[src/rtl/x_uart_tx.sv]
// x_uart_tx: 8N1 UART transmitter with a small byte FIFO in front of the serialiser.
// The line is idle high, each frame is START, D0..D7 (LSB first) and STOP, and each bit lasts p_clk_hz/p_baud clocks.
module x_uart_tx #(
  parameter int p_clk_hz = 1200000,
  parameter int p_baud   = 115200,
  parameter int p_depth  = 4
) (
  input  logic       i_clk,
  input  logic       i_rst,
  input  logic       i_valid,
  output logic       o_ready,
  input  logic [7:0] i_data,
  output logic       o_tx,
  output logic       o_busy
);
  localparam int lp_b  = p_clk_hz / p_baud;
  localparam int lp_tw = lp_b > 2 ? $clog2(lp_b) : 1;
  localparam int lp_aw = $clog2(p_depth);

  generate
    if (lp_b < 2 || p_depth < 2 || (p_depth & (p_depth - 1)) != 0) begin : g_bad_cfg
      $error("x_uart_tx: bit period under 2 clocks or FIFO depth not a power of 2");
    end
  endgenerate

  typedef enum logic [3:0] {
    S_IDLE, S_START, S_D0, S_D1, S_D2, S_D3, S_D4, S_D5, S_D6, S_D7, S_STOP
  } state_t;

  logic [7:0]       r_mem [p_depth];
  logic [lp_aw:0]   r_wr, r_rd;
  state_t           r_state, w_state_n;
  logic [lp_tw-1:0] r_timer, w_timer_n;
  logic [7:0]       r_shift, w_shift_n;
  logic             r_tx, w_tx_n;
  logic             w_empty, w_full, w_push, w_pop, w_wrap, w_in_data;

  // The extra pointer bit tells a full FIFO (MSBs differ) from an empty one.
  assign w_empty   = r_wr == r_rd;
  assign w_full    = (r_wr[lp_aw] != r_rd[lp_aw]) && (r_wr[lp_aw-1:0] == r_rd[lp_aw-1:0]);
  assign w_wrap    = r_timer == lp_tw'(lp_b - 1);
  assign w_in_data = (r_state >= S_D0) && (r_state <= S_D7);
  assign w_push    = i_valid && !w_full;
  assign w_pop     = !w_empty && (r_state == S_IDLE || (r_state == S_STOP && w_wrap));

  always_comb begin
    w_state_n = r_state;
    w_shift_n = r_shift;
    w_timer_n = (r_state == S_IDLE || w_wrap) ? '0 : r_timer + 1'b1;
    if (w_pop) begin
      w_state_n = S_START;
      w_shift_n = r_mem[r_rd[lp_aw-1:0]];
    end else if (r_state == S_STOP && w_wrap) begin
      w_state_n = S_IDLE;
    end else if (r_state != S_IDLE && w_wrap) begin
      w_state_n = state_t'(r_state + 4'd1);
      w_shift_n = w_in_data ? {1'b0, r_shift[7:1]} : r_shift;
    end
    w_tx_n = (w_state_n == S_START) ? 1'b0 :
             (w_state_n >= S_D0 && w_state_n <= S_D7) ? w_shift_n[0] : 1'b1;
  end

  always_ff @(posedge i_clk or posedge i_rst) begin
    if (i_rst) begin
      r_state <= S_IDLE;
      r_timer <= '0;
      r_shift <= '0;
      r_tx    <= 1'b1;
      r_wr    <= '0;
      r_rd    <= '0;
    end else begin
      r_state <= w_state_n;
      r_timer <= w_timer_n;
      r_shift <= w_shift_n;
      r_tx    <= w_tx_n;
      r_wr    <= r_wr + (lp_aw + 1)'(w_push);
      r_rd    <= r_rd + (lp_aw + 1)'(w_pop);
    end
  end

  always_ff @(posedge i_clk) begin
    if (w_push) r_mem[r_wr[lp_aw-1:0]] <= i_data;
  end

  assign o_tx    = r_tx;
  assign o_ready = !w_full;
  assign o_busy  = (r_state != S_IDLE) || !w_empty;
endmodule

[config.mk]
export PLATFORM = sky130hd
export DESIGN_NAME = x_uart_tx
export DESIGN_NICKNAME = d
export VERILOG_FILES = /design/src/rtl/x_uart_tx.sv
export SDC_FILE = /design/constraint.sdc
export NUM_CORES = 1
export LEC_CHECK = 0
export ABC_AREA = 1
export CAP_MARGIN = 10
export CORE_ASPECT_RATIO = 1.2
export CORE_UTILIZATION = 55
export DETAILED_ROUTE_END_ITERATION = 8
export PLACE_DENSITY = 0.8
export SLEW_MARGIN = 20
export SYNTH_ARGS = -nofsm -noshare
export SYNTH_HDL_FRONTEND = slang
export SYNTH_SLANG_ARGS = --single-unit
[constraint.sdc]
create_clock -name i_clk -period 2 [get_ports i_clk]
set_input_delay 0.3 -clock i_clk [delete_from_list [all_inputs] [get_ports i_clk]]
set_output_delay 0.3 -clock i_clk [all_outputs]
set_load 0.01 [all_outputs]
==> Yosys cells after proc, flatten, opt, wreduce, memory -nomap -nowiden <==
Memory sizes are Yosys's and may differ from the RTL's.
Index checks and enable logic that the tools add are counted.
{ "word_totals": {"ff_bits": 23, "ram_bits": 32, "input_bits": 11, "output_inout_bits": 3, "wordCells": 52, "mem_count": 1} }
{ "classes": {"add_sub_neg": 4, "order_cmp": 4, "eq_ne": 7, "n_mux": 12, "reduce_logical": 17} }
{ "memory_table": {"columns": ["memory", "depth", "word_bits", "rd", "rd_clocked_by_memory_dff", "write_ports", "line", "rtl"], "rows": [
  ["r_mem", 4, 8, 1, 0, 1, "30", "logic [7:0] r_mem [p_depth];"]
]} }
{ "ops": {"columns": ["operator", "n"], "rows": [
  ["2-to-1 mux 8 bit", 4],
  ["2-to-1 mux 4 bit", 4],
  ["adder 4 x 1 -> 4 bit (second input constant)", 2],
  ["equality test 4 bit (second input constant)", 2],
  ["greater-or-equal comparator 4 x 2 -> 1 bit (second input constant)", 2],
  ["less-or-equal comparator 4 bit (second input constant)", 2],
  ["logical AND 1 bit", 7],
  ["adder 3 x 1 -> 3 bit", 2],
  ["equality test 4 x 1 -> 1 bit (second input constant)", 1],
  ["logical NOT 4 bit", 1],
  ["2-to-1 mux 1 bit", 4],
  ["nonzero test 2 bit", 2],
  ["nonzero test 4 bit", 1],
  ["equality test 3 bit", 1],
  ["logical OR 1 bit", 3],
  ["AND reduction 3 bit", 1],
  ["equality test 2 bit", 1],
  ["logical NOT 1 bit", 2],
  ["!= test 2 bit (second input constant)", 1],
  ["!= test 1 bit", 1]
]} }

==> Longest topological paths before layout <==
Gate-level depths: netlist of run 1.
{ "depth": {"ltp_word": 9, "mapped_depth": 12, "mapped_depth_nobuf": 12} }

==> Worst setup path after synthesis of run 1 <==
Ideal clock, no wire load.
{ "synth_path": {"kind": "register to register", "from": "reg r_wr[2]", "to": "mem r_mem[0][0] (enable)", "setup_time_ns": 0.383, "arrival_ns": 1.478, "t_required_ns": 1.617, "path_slack_ns": 0.139, "path_stages_with_launch": 5, "path_buffers": 0, "period_less_slack_ns": 1.861, "path_cell_list": "dfrtp_1 xnor2_1 nand3b_1 nand2_1 nor3_1"} }
{ "synth_via": {"elab_chain_len": 6} }
{ "synth_lines": {"columns": ["element", "line", "rtl"], "rows": [
  ["start, declared", "31", "logic [lp_aw:0] r_wr, r_rd;"],
  ["start signal, assigned", "76", "r_wr <= r_wr + (lp_aw + 1)'(w_push);"],
  ["!= test 1 bit", "40", "assign w_full = (r_wr[lp_aw] != r_rd[lp_aw]) && (r_wr[lp_aw-1:0] == r_rd[lp_aw-1:0]);"],
  ["logical AND 1 bit", "40", null],
  ["logical NOT 1 bit", null, null],
  ["via o_ready", "11", "output logic o_ready,"],
  ["logical AND 1 bit", "43", "assign w_push = i_valid && !w_full;"],
  ["2-to-1 mux 1 bit", "82", "if (w_push) r_mem[r_wr[lp_aw-1:0]] <= i_data;"],
  ["2-to-1 mux 1 bit (not written as such)", "82", null],
  ["end, declared", "30", null]
]} }
The timed path passes the listed nets, and every way through them passes these cells.

==> Worst setup path after layout of run 1 <==
{ "layout_path": {"from": "reg r_state[0]", "to": "out o_busy"} }
{ "layout_via": {"elab_chain_len": 2} }
{ "layout_lines": {"columns": ["element", "line", "rtl"], "rows": [
  ["start, declared", "32", "state_t r_state, w_state_n;"],
  ["start signal, assigned", "72", "r_state <= w_state_n;"],
  ["nonzero test 4 bit", "87", "assign o_busy = (r_state != S_IDLE) || !w_empty;"],
  ["logical OR 1 bit", "87", null],
  ["end, declared", "14", "output logic o_busy"]
]} }
Every way passes these cells.

==> impl_metrics.py, run 1 <==
metrics = {
    "cts": {
        "clk_pin_slew_ns": 0.10,
        "postCtsHoldBufs": 0,
        "clock-root-buffer": "clkbuf_8",
        "cts_sinks": 55,
        "clock_latency_ns": 0.30,
        "htree_levels": 2,
        "clockBufferDepth": 2,
        "cts_inserted_buffers": 5,
        "tritoncts": "yes",
    },
    "global_route": {
        "use_met1_pct": 20.0,
        "grt_pass1_wl_um": 7370,
        "grt_usage_pct": 19.6,
        "grt_pass1_vias": 1785,
        "grt_most_used_layer": "met2",
        "grt_max_degree": 24,
        "antenna_found_initial": 0,
        "grt_util_met3_pct": 2.84,
        "grt_use_met2_pct": 39.0,
        "overflow": 0,
    },
    "final_layout": {
        "syn_to_final_growth_pct": 15.4,
        "fin_nets": 280,
        "drive_above_1_share_pct": 18.8,
        "design_area_sq_um": 2920,
        "final_core_util_pct": 67.6,
        "antennaDiodeCount": 0,
        "stdcell_count": 317,
        "fillCellCount": 326,
    },
    "critical_path": {
        "arrival_ns": 1.62,
        "startpoint_type": "register",
        "worst_setup_path_end_kind": "output port",
        "crit_type": "reg2out",
        "critPathSlowestCell": "dfrtp_1",
        "path_cells": "inv_1, ha_2, nand2_2, or2_2, dlygate4sd2_1",
        "critPathMaxFanout": 3,
        "crit_buf_inv": 2,
        "crit_required_ns": 1.70,
        "reg2reg_setup_slack_ns": 0.26,
        "slowest_delay_ns": 0.39,
        "path_delay_family": "flip-flops",
    },
    "sta": {
        "setup_viol": 0,
        "min_period_ns": 1.92,
        "worst_pin_slew_ns": 0.516,
        "maxSlewHeadroom_pct": 65.6,
        "clock_skew_ns": 0.00982,
        "fmax_ghz": 0.522,
        "hold_viol": 0,
        "fin_setup_tns_ns": 0,
        "maxSlewViolCount": 0,
        "finalCritPeriodShare_pct": 95.8,
    },
    "detailed_routing": {
        "wire_per_inst_um": 13.6,
        "ant_nets": 0,
        "wirelength_um": 4330,
        "post-route-drc-count": 0,
        "drt-initial-drc-count": 163,
        "route.vias.total": 1655,
        "viasPerCell": 5.22,
        "first_pass_iters": 4,
    },
    "power_and_ir_drop": {
        "seq_power_share_pct": 44.7,
        "leakage_nw": 1.25,
        "combPwrFrac_pct": 39.8,
        "intPower_mw": 2.47,
        "switching_power_mw": 1.44,
        "power_density_nw_per_um2": 1340,
        "switching_share_pct": 36.9,
        "ir_drop_uv": 759,
        "p_total_mw": 3.91,
        "p_clk_share_pct": 15.5,
    },
    "placed_design": {
        "gp_congestion": 0.812,
        "numPortBuffers": 13,
        "placed_area_sq_um": 2780,
        "dp.cells": 305,
        "dp_hpwl_um": 2950,
    },
    "status": {
        "status": "finished clean",
    },
    "floorplanning": {
        "dieArea_sq_um": 4890,
        "start_util_pct": 58.6,
        "ios": 14,
        "num_rows": 26,
        "core_sq_um": 4330,
        "die_h_um": 76.4,
        "die_x_um": 64.0,
    },
    "synthesis": {
        "synth_top_area_share_pct": 37.9,
        "syn-instance-count": 231,
        "synthFlopType": "edfxtp_1",
        "avgSynthCellArea_sq_um": 11.0,
        "yosysTopAreaCell": "edfxtp_1",
        "yosysUniqueCellTypes": 30,
        "synthesis.nets": 251,
        "synth-seq-cells": 55,
        "synth_edf_count": 32,
        "yosys_warnings": 0,
        "synthTopCellsByCount": "nand2_1 (33), edfxtp_1 (32), nor2_1 (26)",
        "postSynth.asyncResetShare_pct": 41.8,
        "synth-seq-area-share_pct": 60.7,
        "yosysMostFrequentCell": "nand2_1",
        "synthesis.area_sq_um": 2530,
        "synthTopCellsByArea": "edfxtp_1 (38%), dfrtp_1 (22%), nand2_1 (4.9%), ha_1 (4.4%), o21ai_0 (3.9%)",
    },
    "flow_run": {
        "maxCapViolCount": 0,
    },
    "worst_hold_path": {
        "min_path_type": "in2async",
    },
}
-- power by group through the flow --
stage / Sequential [mW] / Combinational (mW) / Clock (mW)
6_report: 1.75 / 1.56 / 0.606
5_1_grt: 1.78 / 1.75 / 0.656
2_1_floorplan: 1.75 / 1.03 / 0
4_1_cts: 1.74 / 1.55 / 0.625
3_3_place_gp: 1.75 / 1.40 / 0
3_5_place_dp: 1.77 / 1.44 / 0
-- tightest hold or removal path: stages --
cell and delay [ns]:
clkdlybuf4s50_1 0.39, inv_1 0.05, buf_4 0.28
-- path summary, 6_finish.rpt --
kind,startpoint,depth (start not counted),to
setup / recovery,r_state[0],5,o_busy
hold / removal,i_rst,3,r_timer[1]
setup reg to reg,r_rd[0],8,o_tx
hold reg to reg,r_wr[2],1,r_wr[2]
max in group asynchronous,i_rst,3,o_tx
min in group i_clk,r_wr[2],1,r_wr[2]
-- repair_timing --
| action | CTS | global route |
|---|---|---|
| setup buffers | 4 | 0 |
| gates cloned | 0 | 0 |
| pin swaps | 3 | 0 |
| endpoints found under the setup margin | 1 | 2 |
| resized for setup | 3 | 3 |
-- sequential cells by signal, indices dropped and copies added, names as in the netlist --
register,flops
o_tx,1
r_shift,8
r_rd,3
r_state,4
r_mem,32
r_timer,4
r_wr,3
-- layer usage --
layer	up-vias	wire length (um)
met5	-	0
met4	0	18
met3	2	101
met2	29	2490
met1	791	1720
li1	833	-
-- cells by family after synthesis --
| family | Yosys count | synth area share [%] |
|---|---|---|
| AOI/OAI and AO/OA | 34 | 7.65 |
| xor gates and xnor gates | 8 | 2.76 |
| adders and majority gates | 9 | 4.44 |
| buffers and inverters | 31 | 5.33 |
| DFF | 55 | 60.7 |
| and+or+nand+nor | 94 | 19.2 |
-- stage by stage --
stage               setup slack (ns)  hold slack, ns
floorplan                      0.139           0.301
global placement               0.154           0.475
detailed placement             0.124           0.480
CTS                           0.0403           0.335
global route                 -0.0104           0.358
finish                        0.0833           0.323
-- placed cells by master (no fill, tap or decap), types with 2 or more instances in the layout --
master and n:
nand3_1 9, xor2_1 3, clkinv_4 3, ha_1 8
nor2_1 26, o221ai_1 6, nand2_4 3, a21oi_1 7
o21ai_0 20, nor2_4 2, dfrtp_1 21, buf_4 14
inv_1 23, xnor2_1 3, nand3b_1 2, clkbuf_8 5
nand2_1 33, xnor2_2 2, nand3_2 3, clkdlybuf4s50_1 11
nor3_1 4, nand3_4 2, edfxtp_1 32, nand2_2 7
-- cell type report --
type	instances	area (sq um)	share of cell area [%]
clock buffer	5	68.8	2.35
clock inverter	3	25.0	0.856
tap	56	70.1	2.40
sequential	55	1540	52.6
inverter	26	105	3.59
multi-input combinational	145	880	30.1
timing repair buffer	27	236	8.09
Power figures use the tool's default switching activity.
==> inputs of run 2 (changes only) <==
--- a/config.mk
+++ b/config.mk
@@ -10,5 +10,7 @@
 export CORE_ASPECT_RATIO = 1.2
 export CORE_UTILIZATION = 55
+export CTS_CLUSTER_DIAMETER = 150
 export DETAILED_ROUTE_END_ITERATION = 8
+export MAX_ROUTING_LAYER = met4
 export PLACE_DENSITY = 0.8
 export SLEW_MARGIN = 20
==> constraint.sdc (replaced) <==
create_clock -name i_clk -period 2 [get_ports i_clk]
set_input_delay 0.2 -clock i_clk [delete_from_list [all_inputs] [get_ports i_clk]]
set_output_delay 0.2 -clock i_clk [all_outputs]
set_load 0.01 [all_outputs]
==> impl_metrics.py, run 2 (synthesized netlist as in run 1, its figures left out) <==
metrics = {
    "floorplanning": {
        "core_sq_um": 4330,
        "die_h_um": 76.4,
        "num_rows": 26,
        "die_x_um": 64.0,
        "ios": 14,
        "start_util_pct": 58.6,
        "dieArea_sq_um": 4890,
    },
    "critical_path": {
        "r2r_cells": 10,
        "worst_setup_path_end_kind": "output port",
        "critPathMaxFanout": 4,
        "crit_required_ns": 1.80,
        "arrival_ns": 1.71,
        "startpoint_type": "register",
        "crit_type": "reg2out",
    },
    "final_layout": {
        "largest_reg_flops": 32,
        "drive_above_1_share_pct": 17.1,
        "antennaDiodeCount": 0,
        "fillCellCount": 315,
        "syn_to_final_growth_pct": 14.9,
        "final_common_cell": "nand2_1",
        "layout_common_cells": "nand2_1 (33), edfxtp_1 (32), nor2_1 (26), inv_1 (23), dfrtp_1 (21)",
        "fin_nets": 276,
    },
    "power_and_ir_drop": {
        "switching_power_mw": 1.44,
        "p_clk_share_pct": 18.5,
        "intPower_mw": 2.54,
        "seq_power_share_pct": 44.1,
        "switching_share_pct": 36.1,
        "ir_drop_uv": 934,
        "leakage_nw": 1.24,
        "power_density_nw_per_um2": 1370,
        "combPwrFrac_pct": 37.3,
    },
    "detailed_routing": {
        "wl_met2_um": 2450,
        "drt-initial-drc-count": 87,
        "viasPerCell": 5.37,
        "first_pass_iters": 4,
        "top_layer_used": "met4",
        "wl_met1_um": 1730,
        "wire_per_inst_um": 14.1,
        "ant_nets": 0,
        "wirelength_um": 4400,
        "met3WireLength_um": 143,
        "post-route-drc-count": 0,
        "route.vias.total": 1682,
    },
    "cts": {
        "clock-root-buffer": "clkbuf_8",
        "clockBufferDepth": 2,
        "cts_sinks": 55,
        "clk_pin_slew_ns": 0.10,
        "postCtsHoldBufs": 0,
        "clock_latency_ns": 0.31,
        "cts_inserted_buffers": 5,
        "tritoncts": "yes",
        "htree_levels": 2,
    },
    "sta": {
        "fin_setup_tns_ns": 0,
        "maxSlewViolCount": 0,
        "holdWs_ns": 0.224,
        "min_period_ns": 1.91,
        "hold_viol": 0,
        "fmax_ghz": 0.523,
        "setup_viol": 0,
        "finalCritPeriodShare_pct": 95.6,
        "worst_pin_slew_ns": 0.494,
        "clock_skew_ns": 0.00742,
        "maxSlewHeadroom_pct": 67.1,
    },
    "placed_design": {
        "numPortBuffers": 13,
        "dp_hpwl_um": 3020,
        "gp_congestion": 0.831,
    },
    "worst_hold_path": {
        "min_path_type": "in2async",
    },
    "global_route": {
        "grt_pass1_wl_um": 7510,
        "grt_pass1_vias": 1708,
        "antenna_found_initial": 0,
        "overflow": 0,
        "grt_max_degree": 24,
        "grt_usage_pct": 20.9,
    },
    "status": {
        "status": "finished clean",
    },
    "flow_run": {
        "maxCapViolCount": 0,
    },
}
run 2: cell type report:
cell class / count / area (sq um) / area share [%]
flip-flops and latches: 55 / 1540 / 52.9
multi-input cells: 145 / 877 / 30.1
repair buffers: 23 / 204 / 7.00
inverters: 26 / 105 / 3.61
well taps: 56 / 70.1 / 2.41
clock buffers: 5 / 68.8 / 2.36
clock inverters: 3 / 47.5 / 1.63
run 2: critical path, stage by stage, from the launching register on:
cell and delay, ns:
dfrtp_1 0.40, inv_1 0.11, ha_1 0.20, nand2_2 0.11
or2_2 0.30, dlygate4sd2_1 0.29
run 2: metrics by stage:
stage | total power [mW] | util, % | setup slack (ns) | std cells | cell area, sq um
floorplan | 2.78 | - | 0.139 | 231 | 2530
global placement | 3.12 | 63.9 | 0.219 | 303 | 2770
detailed placement | 3.20 | 63.9 | 0.160 | 303 | 2770
finish | 3.98 | 67.3 | 0.0884 | 313 | 2910
CTS | 3.96 | 66.9 | 0.0919 | 313 | 2900
global route | 4.28 | 67.3 | -0.0125 | 313 | 2910
run 2: routing by layer:
layer	track usage, %	up-vias
met5	-	-
met4	7.73	0
met3	4.04	8
met2	36.4	36
met1	23.6	807
li1	-	831
run 2: path summary, 6_finish.rpt:
kind                             from          to  slack, ns
setup / recovery           r_state[0]      o_busy       0.09
hold reg to reg               r_rd[2]     r_rd[2]       0.50
min in group i_clk            r_rd[2]     r_rd[2]       0.50
max in group asynchronous       i_rst        o_tx       1.48
hold / removal                  i_rst  r_timer[0]       0.22
setup reg to reg           r_timer[1]     r_rd[2]       0.26
run 2: what timing repair did:
action                     4_1_cts  5_1_grt
setup endpoints to repair        1        1
buffers inserted                 2        0
resized for setup                1        3
run 2: power groups by stage:
stage | Clock, mW | Combinational [mW] | Sequential (mW)
floorplan | 0 | 1.03 | 1.75
global placement | 0 | 1.36 | 1.76
detailed placement | 0 | 1.42 | 1.78
CTS | 0.750 | 1.47 | 1.74
global route | 0.789 | 1.69 | 1.80
finish | 0.736 | 1.49 | 1.76
==> inputs of run 3 (changes only) <==
Settings changed: CORE_UTILIZATION 55 to 50, PLACE_DENSITY 0.8 to 0.75.
==> impl_metrics.py, run 3 (synthesized netlist as in run 1, its figures left out) <==
metrics = {
    "final_layout": {
        "antennaDiodeCount": 0,
        "final_core_util_pct": 59.0,
        "drive_above_1_share_pct": 17.0,
        "layout_common_cells": "nand2_1 (33), edfxtp_1 (32), nor2_1 (26), inv_1 (23), dfrtp_1 (21)",
        "final_common_cell": "nand2_1",
        "design_area_sq_um": 2890,
        "syn_to_final_growth_pct": 14.1,
        "largest_reg_flops": 32,
        "stdcell_count": 319,
        "fin_nets": 278,
        "fillCellCount": 419,
    },
    "global_route": {
        "overflow": 0,
        "antenna_found_initial": 0,
        "grt_max_degree": 24,
        "grt_pass1_vias": 1541,
        "grt_usage_pct": 17.7,
        "grt_pass1_wl_um": 6750,
    },
    "worst_hold_path": {
        "min_path_type": "in2async",
    },
    "sta": {
        "worst_pin_slew_ns": 0.527,
        "maxSlewViolCount": 0,
        "clock_skew_ns": 0.00593,
        "finalCritPeriodShare_pct": 92.9,
        "finalWorstSetupSlack_ns": 0.141,
        "rsz0062_at_grt": "false",
        "min_period_ns": 1.86,
        "maxSlewHeadroom_pct": 64.8,
        "fmax_ghz": 0.538,
        "fin_setup_tns_ns": 0,
        "hold_viol": 0,
        "setup_viol": 0,
    },
    "cts": {
        "clk_pin_slew_ns": 0.10,
        "clock-root-buffer": "clkbuf_8",
        "clock_latency_ns": 0.31,
        "clockBufferDepth": 2,
        "cts_inserted_buffers": 5,
        "cts_sinks": 55,
        "tritoncts": "yes",
        "htree_levels": 2,
    },
    "power_and_ir_drop": {
        "power_density_nw_per_um2": 1310,
        "switching_power_mw": 1.39,
        "ir_drop_uv": 735,
        "p_clk_share_pct": 16.1,
        "leakage_nw": 1.23,
        "seq_power_share_pct": 45.3,
        "switching_share_pct": 36.6,
        "intPower_mw": 2.41,
        "combPwrFrac_pct": 38.6,
    },
    "placed_design": {
        "placed_area_sq_um": 2770,
        "dp.cells": 307,
        "dp_hpwl_um": 2800,
        "numPortBuffers": 13,
        "gp_congestion": 0.847,
        "preCtsSetupSlack_ns": 0.190,
    },
    "floorplanning": {
        "start_util_pct": 51.7,
        "die_x_um": 67,
        "ios": 14,
        "num_rows": 28,
        "die_h_um": 80,
        "dieArea_sq_um": 5360,
        "core_sq_um": 4900,
    },
    "critical_path": {
        "worst_setup_path_end_kind": "output port",
        "critPathMaxFanout": 4,
        "startpoint_type": "register",
        "r2r_end": "r_rd[2]",
        "reg2reg_from": "r_timer[1]",
        "crit_required_ns": 1.80,
        "crit_type": "reg2out",
        "reg2reg_setup_slack_ns": 0.25,
        "arrival_ns": 1.66,
        "r2r_cells": 10,
    },
    "status": {
        "status": "finished clean",
    },
    "detailed_routing": {
        "wire_per_inst_um": 12.7,
        "viasPerCell": 5.08,
        "wirelength_um": 4040,
        "ant_nets": 0,
        "drt-initial-drc-count": 106,
        "route.vias.total": 1619,
        "first_pass_iters": 4,
        "post-route-drc-count": 0,
    },
    "flow_run": {
        "maxCapViolCount": 0,
    },
}
## run 3: changes by cell type in the layout (fill, tap and decap cells not counted), sizes merged
cell,change
bufinv,-1
clkinv,+1
buf,+2
## run 3: repair_timing
action / in CTS / in global routing
setup buffers: 4 / 0
endpoints found under the setup margin: 1 / 0
hold buffers: 0 / 0
resized for setup: 2 / 0
## run 3: final cells by class
| cell class | instances | area, sq um | share of cell area (%) |
|---|---|---|---|
| clock buffer | 5 | 68.8 | 2.38 |
| clock inverter | 3 | 22.5 | 0.779 |
| inverter | 26 | 105 | 3.63 |
| multi-input combinational | 145 | 862 | 29.8 |
| sequential | 55 | 1540 | 53.2 |
| tap | 60 | 75.1 | 2.60 |
| timing repair buffer | 25 | 219 | 7.57 |
## run 3: per-stage QoR
step | hold WS, ns | total power, mW
2_1_floorplan | 0.201 | 2.78
3_3_place_gp | 0.482 | 3.13
3_5_place_dp | 0.485 | 3.18
4_1_cts | 0.234 | 3.84
5_1_grt | 0.296 | 4.09
6_report | 0.222 | 3.80
## run 3: worst max path at each step
stage               startpoint  slack, ns           to  depth (start not counted)
finish              r_state[0]       0.14       o_busy                          5
CTS                 r_state[0]       0.13       o_busy                          5
floorplan              r_wr[2]       0.14  r_mem[0][0]                          4
global route        r_state[0]       0.03       o_busy                          5
detailed placement  r_state[0]       0.19       o_busy                          5
global placement    r_state[0]       0.22       o_busy                          5
## run 3: metal layers
layer	wire (um)	track usage, %	vias up
met2	2140	30.1	20
met4	69	7.02	0
met3	93	3.43	5
met1	1730	20.3	767
li1	-	-	827
met5	0	-	-
## run 3: critical path, cell delays in order (launching register included)
cell and delay (ns):
dfrtp_1 0.39, inv_1 0.10, ha_1 0.18, nand2_2 0.10
or2_2 0.30, dlygate4sd2_1 0.28
## run 3: power by group through the flow
stage | clock network (mW) | registers, mW | logic (mW)
2_1_floorplan | 0 | 1.75 | 1.03
3_3_place_gp | 0 | 1.76 | 1.37
3_5_place_dp | 0 | 1.78 | 1.40
4_1_cts | 0.625 | 1.72 | 1.49
5_1_grt | 0.663 | 1.75 | 1.67
6_report | 0.611 | 1.72 | 1.47
